**src/rtl/saturn_bus_pkg.sv**
```systemverilog
// Shared command codes, FSM state type and sizing constants for the saturn bus arbiter.
package saturn_bus_pkg;

  localparam int ADDR_W       = 20;
  localparam int CNT_W        = 3;
  localparam int ADDR_NIBBLES = 5;

  localparam logic [3:0] CMD_NOP         = 4'h0;
  localparam logic [3:0] CMD_PC_READ     = 4'h2;
  localparam logic [3:0] CMD_DP_READ     = 4'h3;
  localparam logic [3:0] CMD_DP_WRITE    = 4'h4;
  localparam logic [3:0] CMD_LOAD_PC     = 4'h5;
  localparam logic [3:0] CMD_LOAD_DP     = 4'h6;
  localparam logic [3:0] CMD_CONFIGURE   = 4'h7;
  localparam logic [3:0] CMD_UNCONFIGURE = 4'h8;
  localparam logic [3:0] CMD_BUS_RESET   = 4'hF;

  typedef enum logic [1:0] {
    IDLE = 2'd0,
    ADDR = 2'd1,
    DATA = 2'd2
  } bus_state_t;

endpackage

```
**src/rtl/saturn_bus_addr_match.sv**
```systemverilog
// One slot's mask/base/configured registers and its address comparators.
// The first CONFIGURE write stores the mask, the second stores the base and configures the slot.
module saturn_bus_addr_match #(
  parameter int ADDR_W    = 20,
  parameter bit ALWAYS_ON = 1'b0
) (
  input  logic              i_clk,
  input  logic              i_reset,
  input  logic              i_cfg_wr,
  input  logic              i_clear,
  input  logic [ADDR_W-1:0] i_cfg_addr,
  input  logic [ADDR_W-1:0] i_ptr,
  output logic              o_mask_loaded,
  output logic              o_configured,
  output logic              o_ptr_hit,
  output logic              o_addr_hit
);

  logic [ADDR_W-1:0] mask_reg;
  logic [ADDR_W-1:0] base_reg;
  logic              mask_loaded_reg;
  logic              configured_reg;

  always_ff @(posedge i_clk) begin
    if (i_reset) begin
      mask_reg        <= '0;
      base_reg        <= '0;
      mask_loaded_reg <= 1'b0;
      configured_reg  <= 1'b0;
    end else if (i_clear) begin
      mask_loaded_reg <= 1'b0;
      configured_reg  <= 1'b0;
    end else if (i_cfg_wr) begin
      if (!mask_loaded_reg) begin
        mask_reg        <= i_cfg_addr;
        mask_loaded_reg <= 1'b1;
      end else begin
        base_reg        <= i_cfg_addr;
        mask_loaded_reg <= 1'b0;
        configured_reg  <= 1'b1;
      end
    end
  end

  // The ROM slot never receives writes, so its zero mask makes it match everything.
  assign o_configured  = ALWAYS_ON | configured_reg;
  assign o_mask_loaded = mask_loaded_reg;
  assign o_ptr_hit     = o_configured && ((i_ptr & mask_reg) == (base_reg & mask_reg));
  assign o_addr_hit    = configured_reg && ((i_cfg_addr & mask_reg) == (base_reg & mask_reg));

endmodule

```
**src/rtl/saturn_bus_arbiter.sv**
```systemverilog
// Bus arbiter/configuration sequencer: tracks PC/DP, runs CONFIGURE/UNCONFIGURE, selects the data slot.
// Define SATURN_BUS_UNCONFIGURE_EN to let UNCONFIGURE release slots; otherwise it only consumes its address.
module saturn_bus_arbiter #(
  parameter int N_SLOTS = 4,
  parameter int ADDR_W  = 20
) (
  input  logic                 i_clk,
  input  logic                 i_reset,
  input  logic                 i_bus_clk_en,
  input  logic                 i_bus_is_data,
  input  logic [3:0]           i_ctrl_nibble,
  input  logic [4*N_SLOTS-1:0] i_slot_nibble,
  output logic [3:0]           o_ctrl_nibble,
  output logic [N_SLOTS-1:0]   o_slot_sel,
  output logic [ADDR_W-1:0]    o_pc,
  output logic [ADDR_W-1:0]    o_dp,
  output logic [3:0]           o_cmd,
  output logic [2:0]           o_cfg_slot,
  output logic                 o_bus_error
);
  import saturn_bus_pkg::*;

`ifdef SATURN_BUS_UNCONFIGURE_EN
  localparam bit UNCFG_EN = 1'b1;
`else
  localparam bit UNCFG_EN = 1'b0;
`endif
  localparam logic [N_SLOTS-1:0] HIGH_SLOTS = ~N_SLOTS'(1);

  bus_state_t        state_reg;
  logic [CNT_W-1:0]  cnt_reg;
  logic [ADDR_W-1:0] shift_reg, pc_reg, dp_reg;
  logic [3:0]        cmd_reg;
  logic [2:0]        cfg_slot_reg;
  logic              bus_error_reg;

  logic              cmd_beat, addr_beat, addr_done, data_beat, bus_reset_beat;
  logic              cfg_commit, cfg_second, uncfg_commit, uncfg_found;
  logic [ADDR_W-1:0] load_addr, ptr;
  logic [2:0]        lowest_free, win;
  logic [N_SLOTS-1:0] cfg_wr, clr, uncfg_clr, mask_loaded, configured, ptr_hit, addr_hit;

  assign cmd_beat       = i_bus_clk_en && !i_bus_is_data;
  assign addr_beat      = i_bus_clk_en && i_bus_is_data && (state_reg == ADDR);
  assign data_beat      = i_bus_clk_en && i_bus_is_data && (state_reg == DATA);
  assign addr_done      = addr_beat && (cnt_reg == CNT_W'(ADDR_NIBBLES - 1));
  assign bus_reset_beat = cmd_beat && (i_ctrl_nibble == CMD_BUS_RESET);
  // Low nibble arrives first, so each nibble enters at the top and the address settles after five.
  assign load_addr      = {i_ctrl_nibble, shift_reg[ADDR_W-1:4]};
  assign ptr            = (cmd_reg == CMD_PC_READ) ? pc_reg : dp_reg;
  assign cfg_commit     = addr_done && (cmd_reg == CMD_CONFIGURE) && (int'(cfg_slot_reg) < N_SLOTS);
  assign uncfg_commit   = UNCFG_EN && addr_done && (cmd_reg == CMD_UNCONFIGURE);
  assign cfg_second     = |(cfg_wr & mask_loaded);
  assign clr            = (bus_reset_beat ? HIGH_SLOTS : '0) | (uncfg_commit ? uncfg_clr : '0);

  always_comb begin
    cfg_wr = '0;
    for (int k = 1; k < N_SLOTS; k++)
      if (cfg_commit && (cfg_slot_reg == 3'(k))) cfg_wr[k] = 1'b1;
  end

  // UNCONFIGURE releases the highest matching slot; the next slot to configure is the lowest free one.
  always_comb begin
    uncfg_clr   = '0;
    uncfg_found = 1'b0;
    for (int k = N_SLOTS - 1; k >= 1; k--)
      if (!uncfg_found && addr_hit[k]) begin
        uncfg_clr[k] = 1'b1;
        uncfg_found  = 1'b1;
      end
    lowest_free = 3'(N_SLOTS);
    for (int k = N_SLOTS - 1; k >= 1; k--)
      if (!configured[k] || uncfg_clr[k]) lowest_free = 3'(k);
  end

  genvar gi;
  generate
    for (gi = 0; gi < N_SLOTS; gi++) begin : g_slot
      saturn_bus_addr_match #(
        .ADDR_W    (ADDR_W),
        .ALWAYS_ON (gi == 0)
      ) u_match (
        .i_clk         (i_clk),
        .i_reset       (i_reset),
        .i_cfg_wr      (cfg_wr[gi]),
        .i_clear       (clr[gi]),
        .i_cfg_addr    (load_addr),
        .i_ptr         (ptr),
        .o_mask_loaded (mask_loaded[gi]),
        .o_configured  (configured[gi]),
        .o_ptr_hit     (ptr_hit[gi]),
        .o_addr_hit    (addr_hit[gi])
      );
    end
  endgenerate

  // Highest matching slot owns the nibble; slot 0 always matches so exactly one bit is set.
  always_comb begin
    win = '0;
    for (int k = 0; k < N_SLOTS; k++)
      if (ptr_hit[k]) win = 3'(k);
    o_slot_sel    = '0;
    o_ctrl_nibble = '0;
    for (int k = 0; k < N_SLOTS; k++)
      if (win == 3'(k)) begin
        o_slot_sel[k] = 1'b1;
        o_ctrl_nibble = i_slot_nibble[4*k +: 4];
      end
  end

  always_ff @(posedge i_clk) begin
    if (i_reset) begin
      state_reg     <= IDLE;
      cnt_reg       <= '0;
      shift_reg     <= '0;
      pc_reg        <= '0;
      dp_reg        <= '0;
      cmd_reg       <= CMD_NOP;
      cfg_slot_reg  <= 3'd1;
      bus_error_reg <= 1'b0;
    end else begin
      bus_error_reg <= 1'b0;
      if (cmd_beat) begin
        cmd_reg       <= i_ctrl_nibble;
        cnt_reg       <= '0;
        shift_reg     <= '0;
        bus_error_reg <= (state_reg == ADDR);
        case (i_ctrl_nibble)
          CMD_LOAD_PC, CMD_LOAD_DP, CMD_CONFIGURE, CMD_UNCONFIGURE: state_reg <= ADDR;
          CMD_PC_READ, CMD_DP_READ, CMD_DP_WRITE:                   state_reg <= DATA;
          default:                                                  state_reg <= IDLE;
        endcase
        if (bus_reset_beat) cfg_slot_reg <= 3'd1;
      end else if (addr_beat) begin
        shift_reg <= load_addr;
        cnt_reg   <= cnt_reg + CNT_W'(1);
        if (addr_done) begin
          state_reg <= IDLE;
          if (cmd_reg == CMD_LOAD_PC) pc_reg <= load_addr;
          if (cmd_reg == CMD_LOAD_DP) dp_reg <= load_addr;
          if (cfg_second) cfg_slot_reg <= cfg_slot_reg + 3'd1;
          if (uncfg_commit) cfg_slot_reg <= lowest_free;
        end
      end else if (data_beat) begin
        if (cmd_reg == CMD_PC_READ) pc_reg <= pc_reg + ADDR_W'(1);
        else                        dp_reg <= dp_reg + ADDR_W'(1);
      end
    end
  end

  assign o_pc        = pc_reg;
  assign o_dp        = dp_reg;
  assign o_cmd       = cmd_reg;
  assign o_cfg_slot  = cfg_slot_reg;
  assign o_bus_error = bus_error_reg;

endmodule

```
**config.mk**
```make
export PLATFORM = sky130hd
export DESIGN_NAME = saturn_bus_arbiter
export DESIGN_NICKNAME = d
export VERILOG_FILES = /design/src/rtl/saturn_bus_pkg.sv /design/src/rtl/saturn_bus_addr_match.sv /design/src/rtl/saturn_bus_arbiter.sv
export SDC_FILE = /design/constraint.sdc
export NUM_CORES = 1
export LEC_CHECK = 0
export BUFFER_PORTS_ARGS = -buffer_cell sky130_fd_sc_hd__buf_2
export CAP_MARGIN = 10
export CORE_ASPECT_RATIO = 0.9
export CORE_MARGIN = 8
export CORE_UTILIZATION = 30
export CTS_BUF_LIST = sky130_fd_sc_hd__clkbuf_16
export DETAILED_ROUTE_END_ITERATION = 10
export GPL_ROUTABILITY_DRIVEN = 0
export PLACE_DENSITY = 0.55
export SLEW_MARGIN = 40
export SYNTH_ARGS = -nofsm -noshare
export SYNTH_HDL_FRONTEND = slang
export SYNTH_SLANG_ARGS = --single-unit
```
**constraint.sdc**
```tcl
create_clock -name i_clk -period 3.2 [get_ports i_clk]
set_clock_uncertainty 0.2 [all_clocks]
set_input_delay 0.64 -clock i_clk [delete_from_list [all_inputs] [get_ports i_clk]]
set_output_delay 0.64 -clock i_clk [all_outputs]
set_load 0.03 [all_outputs]
```
Word-level counts from Yosys, hierarchy flattened
Index checks and enable logic that the tools add are counted.
{ "word_totals": {"regBits": 199, "in_bits": 24, "output_inout_bits": 56, "elab_cells": 148} }
{ "op_classes": {"n_addsub": 4, "n_lt_le_gt_ge": 1, "n_eq_ne": 29, "n_mux": 38, "bitwise": 14, "reduce_logical": 42} }
{ "ops": {"columns": ["operator", "n"], "rows": [
  ["$mux 20", 11],
  ["$and 20x20->20", 6],
  ["$eq 20x20->1", 3],
  ["$add 20x1->20 const B", 2],
  ["$eq 4x3->1 const B", 7],
  ["$mux 3", 7],
  ["$mux 4", 5],
  ["$reduce_and 3->1", 6],
  ["$logic_and 1x1->1", 14],
  ["$eq 3x2->1 const B", 4],
  ["$eq 4x2->1 const B", 3],
  ["$mux 1", 11],
  ["$reduce_and 5->1", 2],
  ["$reduce_bool 2->1", 5],
  ["$reduce_or 2->1", 5],
  ["$eq 4x4->1 const B", 2],
  ["$ne 2x1->1 const B", 4],
  ["$reduce_and 2->1", 4],
  ["$reduce_or 4->1", 2],
  ["$not 1->1", 7],
  ["$add 3x1->3 const B", 2],
  ["$eq 3x1->1 const B", 2],
  ["$mux 2", 3],
  ["$and 4x4->4", 1],
  ["10 further kinds", 10]
]} }

Depth between registers and ports, before layout
{ "logic_depth": {"depth_word": 13, "mapped_depth": 11, "ltp_nobuf": 9} }

Modules after synthesis
From an unflattened synthesis, not the netlist that was laid out.
{ "hier_totals": {"hier_cells": 1319, "area_unflattened_um2": 10264.8} }
{ "modules_own_cells": {"columns": ["module", "n_inst", "cells_per_inst", "area_per_inst_um2", "seq_area_each_um2"], "rows": [
  ["saturn_bus_addr_match", 3, 260, 2037.0, 840.8],
  ["saturn_bus_arbiter", 1, 539, 4154.0, 1381.3]
]} }

Least setup slack after synthesis
OpenSTA, ideal clock, no wires.
{ "synth_path": {"path_type": "register to output", "from": "reg cmd_reg[1] (netlist: o_cmd[1])", "to": "out o_ctrl_nibble[0]", "t_arrival_ns": 3.503, "required_ns": 2.360, "path_slack_ns": -1.143, "path_stages_with_launch": 10, "n_path_buf": 2, "path_cell_list": "dfxtp_1 nor4b_2 buf_6 buf_2 nor3b_1 o21ai_0 nand4_1 nor4_4 nor2_2 a221oi_1"} }
{ "synth_via": {"elab_chain_len": 13, "elab_cells_between_ends": 22, "cone_classes": "eq/ne: 7; mux: 8; bitwise: 3; reduce/logical: 4"} }
{ "synth_lines": {"columns": ["element", "line_no", "rtl"], "rows": [
  ["start: declaration", "saturn_bus_arbiter.sv:33", "logic [3:0] cmd_reg;"],
  ["start signal: assignment", "saturn_bus_arbiter.sv:124", "cmd_reg <= i_ctrl_nibble;"],
  ["$eq 4x2->1 *", "saturn_bus_arbiter.sv:50", "assign ptr = (cmd_reg == CMD_PC_READ) ? pc_reg : dp_reg;"],
  ["$mux 20 *", "saturn_bus_arbiter.sv:50", null],
  ["$and 20x20->20", "saturn_bus_addr_match.sv:48", "assign o_ptr_hit = o_configured && ((i_ptr & mask_reg) == (base_reg & mask_reg));"],
  ["$eq 20x20->1", "saturn_bus_addr_match.sv:48", null],
  ["$logic_and 1x1->1", "saturn_bus_addr_match.sv:48", null],
  ["$mux 1", "saturn_bus_arbiter.sv:101", "if (ptr_hit[k]) win = 3'(k);"],
  ["$mux 3", "saturn_bus_arbiter.sv:101", null],
  ["$mux 3 *", "saturn_bus_arbiter.sv:101", null],
  ["$logic_not 3->1", "saturn_bus_arbiter.sv:105", "if (win == 3'(k)) begin"],
  ["$mux 4 (3 in series)", "saturn_bus_arbiter.sv:105", null],
  ["$mux 4 *", "saturn_bus_arbiter.sv:105", null],
  ["end: declaration", "saturn_bus_arbiter.sv:13", "output logic [3:0] o_ctrl_nibble,"]
]} }
Every way passes the cells marked *; elsewhere a longest branch is shown, timed or not.

Final worst setup path
{ "layout_path": {"from": "reg cmd_reg[0] (netlist: o_cmd[0])", "to": "out o_ctrl_nibble[3]"} }
Same word-level chain as after synthesis.

==> flow_metrics.env <==
export IMPL_path_max_fanout=3
export IMPL_netlist_instances=1418
export IMPL_finalCritPeriodShare=1.30
export IMPL_stdcell_area_um2=12700
export IMPL_cts_clk_slew_worst_paths_ns=0.07
export IMPL_wl_per_cell_um=20.9
export IMPL_drc_errors=0
export IMPL_switching_share=0.260
export IMPL_min_path_cells=2
export IMPL_final_util=0.377
export IMPL_ant_nets=0
export IMPL_io_buffers=79
export IMPL_hold_buffers=0
export IMPL_hold_start="g_slot[2].u_match.mask_reg[6]$_SDFFE_PP0P_"
export IMPL_initial_core_util=0.303
export IMPL_nets=1571
export IMPL_synth_top_area_share=0.382
export IMPL_share_comb_of_total_power=0.046
export IMPL_cts_tree="yes"
export IMPL_grt_first_pass_wirelength_um=63000
export IMPL_drt_first_pass_iters=5
export IMPL_synth_net_count=1450
export IMPL_synth_edf_count=0
export IMPL_maxCapViolations=0
export IMPL_holdCritPathClass="flip-flop to flip-flop"
export IMPL_areaGrowthSynthToFinish_pct=24.6
export IMPL_io_pins=80
export IMPL_antenna_found_initial=0
export IMPL_ys_ff_latch=195
export IMPL_whs_endpoint="g_slot[2].u_match.mask_reg[6]$_SDFFE_PP0P_"
export IMPL_clock_tree_buffer_depth=2
export IMPL_cts_buffers=17
export IMPL_path_class="flip-flop to output port"
export IMPL_cp_startpoint="o_cmd[0]$_SDFFE_PP0P_"
export IMPL_layout_setup_ws_ns=-0.970
export IMPL_layout_common_cells="390 x nand2_1, 191 x dfxtp_1, 186 x a21oi_1, 135 x buf_4, 85 x nor2_1"
export IMPL_tightest_slew_ns=0.805
export IMPL_clk_latency_ns=0.46
export IMPL_grt_max_degree=84
export IMPL_fp_dieH_um=191
export IMPL_required_ns=2.36
export IMPL_synth_area_um2=10200
export IMPL_finalSetupViolations=8
export IMPL_clock_sinks=195
export IMPL_hold_viol=0
export IMPL_p_int_mw=3.52
export IMPL_reg2reg_slack_ns=0.23
export IMPL_power_share_clock=0.443
export IMPL_synth_avg_cell_area_um2=7.22
export IMPL_vias=10900
export IMPL_grt_total_usage=0.204
export IMPL_rr_startpoint="o_pc[9]$_SDFFE_PP0P_"
export IMPL_viasPerCell=5.40
export IMPL_hpwl_um=30300
export IMPL_p_switching_mw=1.24
export IMPL_gr_total_overflow=0
export IMPL_seqPwrFrac=0.511
export IMPL_wirelength_um=42100
export IMPL_row_count=64
export IMPL_synthTopCellsByArea="dfxtp_1 38%, nand2_1 14%, a21oi_1 9.1%, clkbuf_1 4.0%, nor2_1 3.2%"
export IMPL_clock_fmax_mhz=240
export IMPL_root_buffer="clkbuf_16"
export IMPL_drt_iter0_markers=1145
export IMPL_ys_types=70
export IMPL_grt_pass1_vias=9864
export IMPL_ys_flop_type="dfxtp_1"
export IMPL_synthArstFlopShare=0
export IMPL_reg2reg_depth=11
export IMPL_drive_gt1_frac=0.193
export IMPL_p_leak_nw=4.72
export IMPL_mostFrequentLayoutCell="nand2_1"
export IMPL_power_mw=4.76
export IMPL_worstSetupEndpointType="output port"
export IMPL_slew_headroom=0.460
export IMPL_htree_levels=4
export IMPL_status="finished, violations left"
export IMPL_fin_crit_ns=4.17
export IMPL_slew_violations=0
export IMPL_cp_start_kind="flip-flop"
export IMPL_yosysSeqAreaShare=0.382
export IMPL_core_um2=33800
export IMPL_fp_dieArea_um2=40300
export IMPL_ys_warn_count=0
export IMPL_violations="negative setup slack"
export IMPL_p_per_area_nw_per_um2=374
export IMPL_vdd_drop_max_mv=0.401
export IMPL_yosys_area_top_type="dfxtp_1"
export IMPL_placed_cell_area_um2=12000
export IMPL_cp_data_arrival_time_ns=3.33
export IMPL_die_w_um=211
export IMPL_rsz0062_at_grt="yes"
export IMPL_n_antenna_cell=0
export IMPL_worstReg2RegEnd="o_pc[19]$_SDFFE_PP0P_"
[what timing repair did]
item	in CTS	in global routing
pin swaps	9	8
cloned	0	0
setup buffers	3	1
endpoints found under the setup margin	8	8
gates resized for setup	27	11
[kinds of logic (layout without fill, tap and decap cells)]
logic type               after synthesis  after routing  synth area share
adder cells (fa/ha/maj)                8              8           0.00978
multiplexers                          18             18            0.0190
AND/OR/NAND/NOR                      630            630             0.275
AO/OA/AOI/OAI                        369            369             0.212
XOR/XNOR                              56             56            0.0479
buffers and inverters                142            276            0.0556
flip-flops                           195            195             0.382
[how the worst max path moves through the flow]
| stage | slack [ns] | cells after the start | endpoint |
|---|---|---|---|
| floorplan | -0.67 | 9 | o_ctrl_nibble[0] |
| global placement | -0.64 | 12 | o_ctrl_nibble[2] |
| detailed placement | -0.74 | 13 | o_ctrl_nibble[2] |
| CTS | -0.90 | 13 | o_ctrl_nibble[0] |
| global route | -1.07 | 13 | o_ctrl_nibble[0] |
| finish | -0.97 | 10 | o_ctrl_nibble[3] |
[layer usage]
metal  track usage  share of wire  vias to the layer above  wire [um]
met5             0              0                        -          0
met1         0.288           0.45                     5173      19000
li1              -              -                     5111          -
met3        0.0344          0.085                       71       3570
met4        0.0654          0.029                        0       1210
met2         0.313           0.43                      529      18300
[area by class of cell]
type | count | area [um2]
multi-input combinational | 1081 | 5920
sequential | 195 | 3910
timing repair buffer | 228 | 1730
inverter | 16 | 60.1
clock inverter | 15 | 125
tap | 462 | 578
fill | 3602 | 21000
clock buffer | 17 | 425
[power by group through the flow]
stage	Sequential, mW	Clock [mW]	Combinational [mW]
after floorplan	2.50	0	0.113
after global placement	2.49	0	0.204
after detailed placement	2.49	0	0.207
after CTS	2.43	2.13	0.215
after global routing	2.43	2.23	0.233
final	2.43	2.11	0.219
[Yosys cell counts, types with 6 or more instances]
cell type    n
a221oi_1     6
dfxtp_1    195
nor2b_1      6
mux2i_1     16
nor3_1      22
a211oi_1    15
nor3b_1     15
inv_1       16
nor2_1      86
o21ai_0     62
ha_1         8
nand4_1     16
a31oi_1      8
o22ai_1     20
xor2_1      31
o31ai_1      9
nand3b_1    21
clkbuf_1   110
a21oi_1    187
a22oi_1     23
buf_4        6
and3_1      14
xnor2_1     25
nand2_1    391
nand3_1     22
[worst max-delay path, cell delays in order, from the launching register on]
cell	delay (ns)
dfxtp_4	0.35
or4b_4	0.56
mux2i_4	0.24
xnor2_1	0.14
a22oi_1	0.22
buf_4	0.17
nand4_1	0.24
or4_1	0.58
mux2i_1	0.18
a21oi_2	0.06
buf_6	0.14
[through the flow]
| stage | hold slack [ns] | setup TNS (ns) | cells | setup slack (ns) |
|---|---|---|---|---|
| after floorplan | 0.227 | -4.06 | 1418 | -0.668 |
| after global placement | 0.238 | -4.05 | 1978 | -0.636 |
| after detailed placement | 0.246 | -4.55 | 1978 | -0.737 |
| after CTS | 0.255 | -6.37 | 2013 | -0.903 |
| after global routing | 0.284 | -7.56 | 2014 | -1.07 |
| final | 0.254 | -6.70 | 2014 | -0.970 |
No activity file was read; power rests on OpenSTA's default activity.
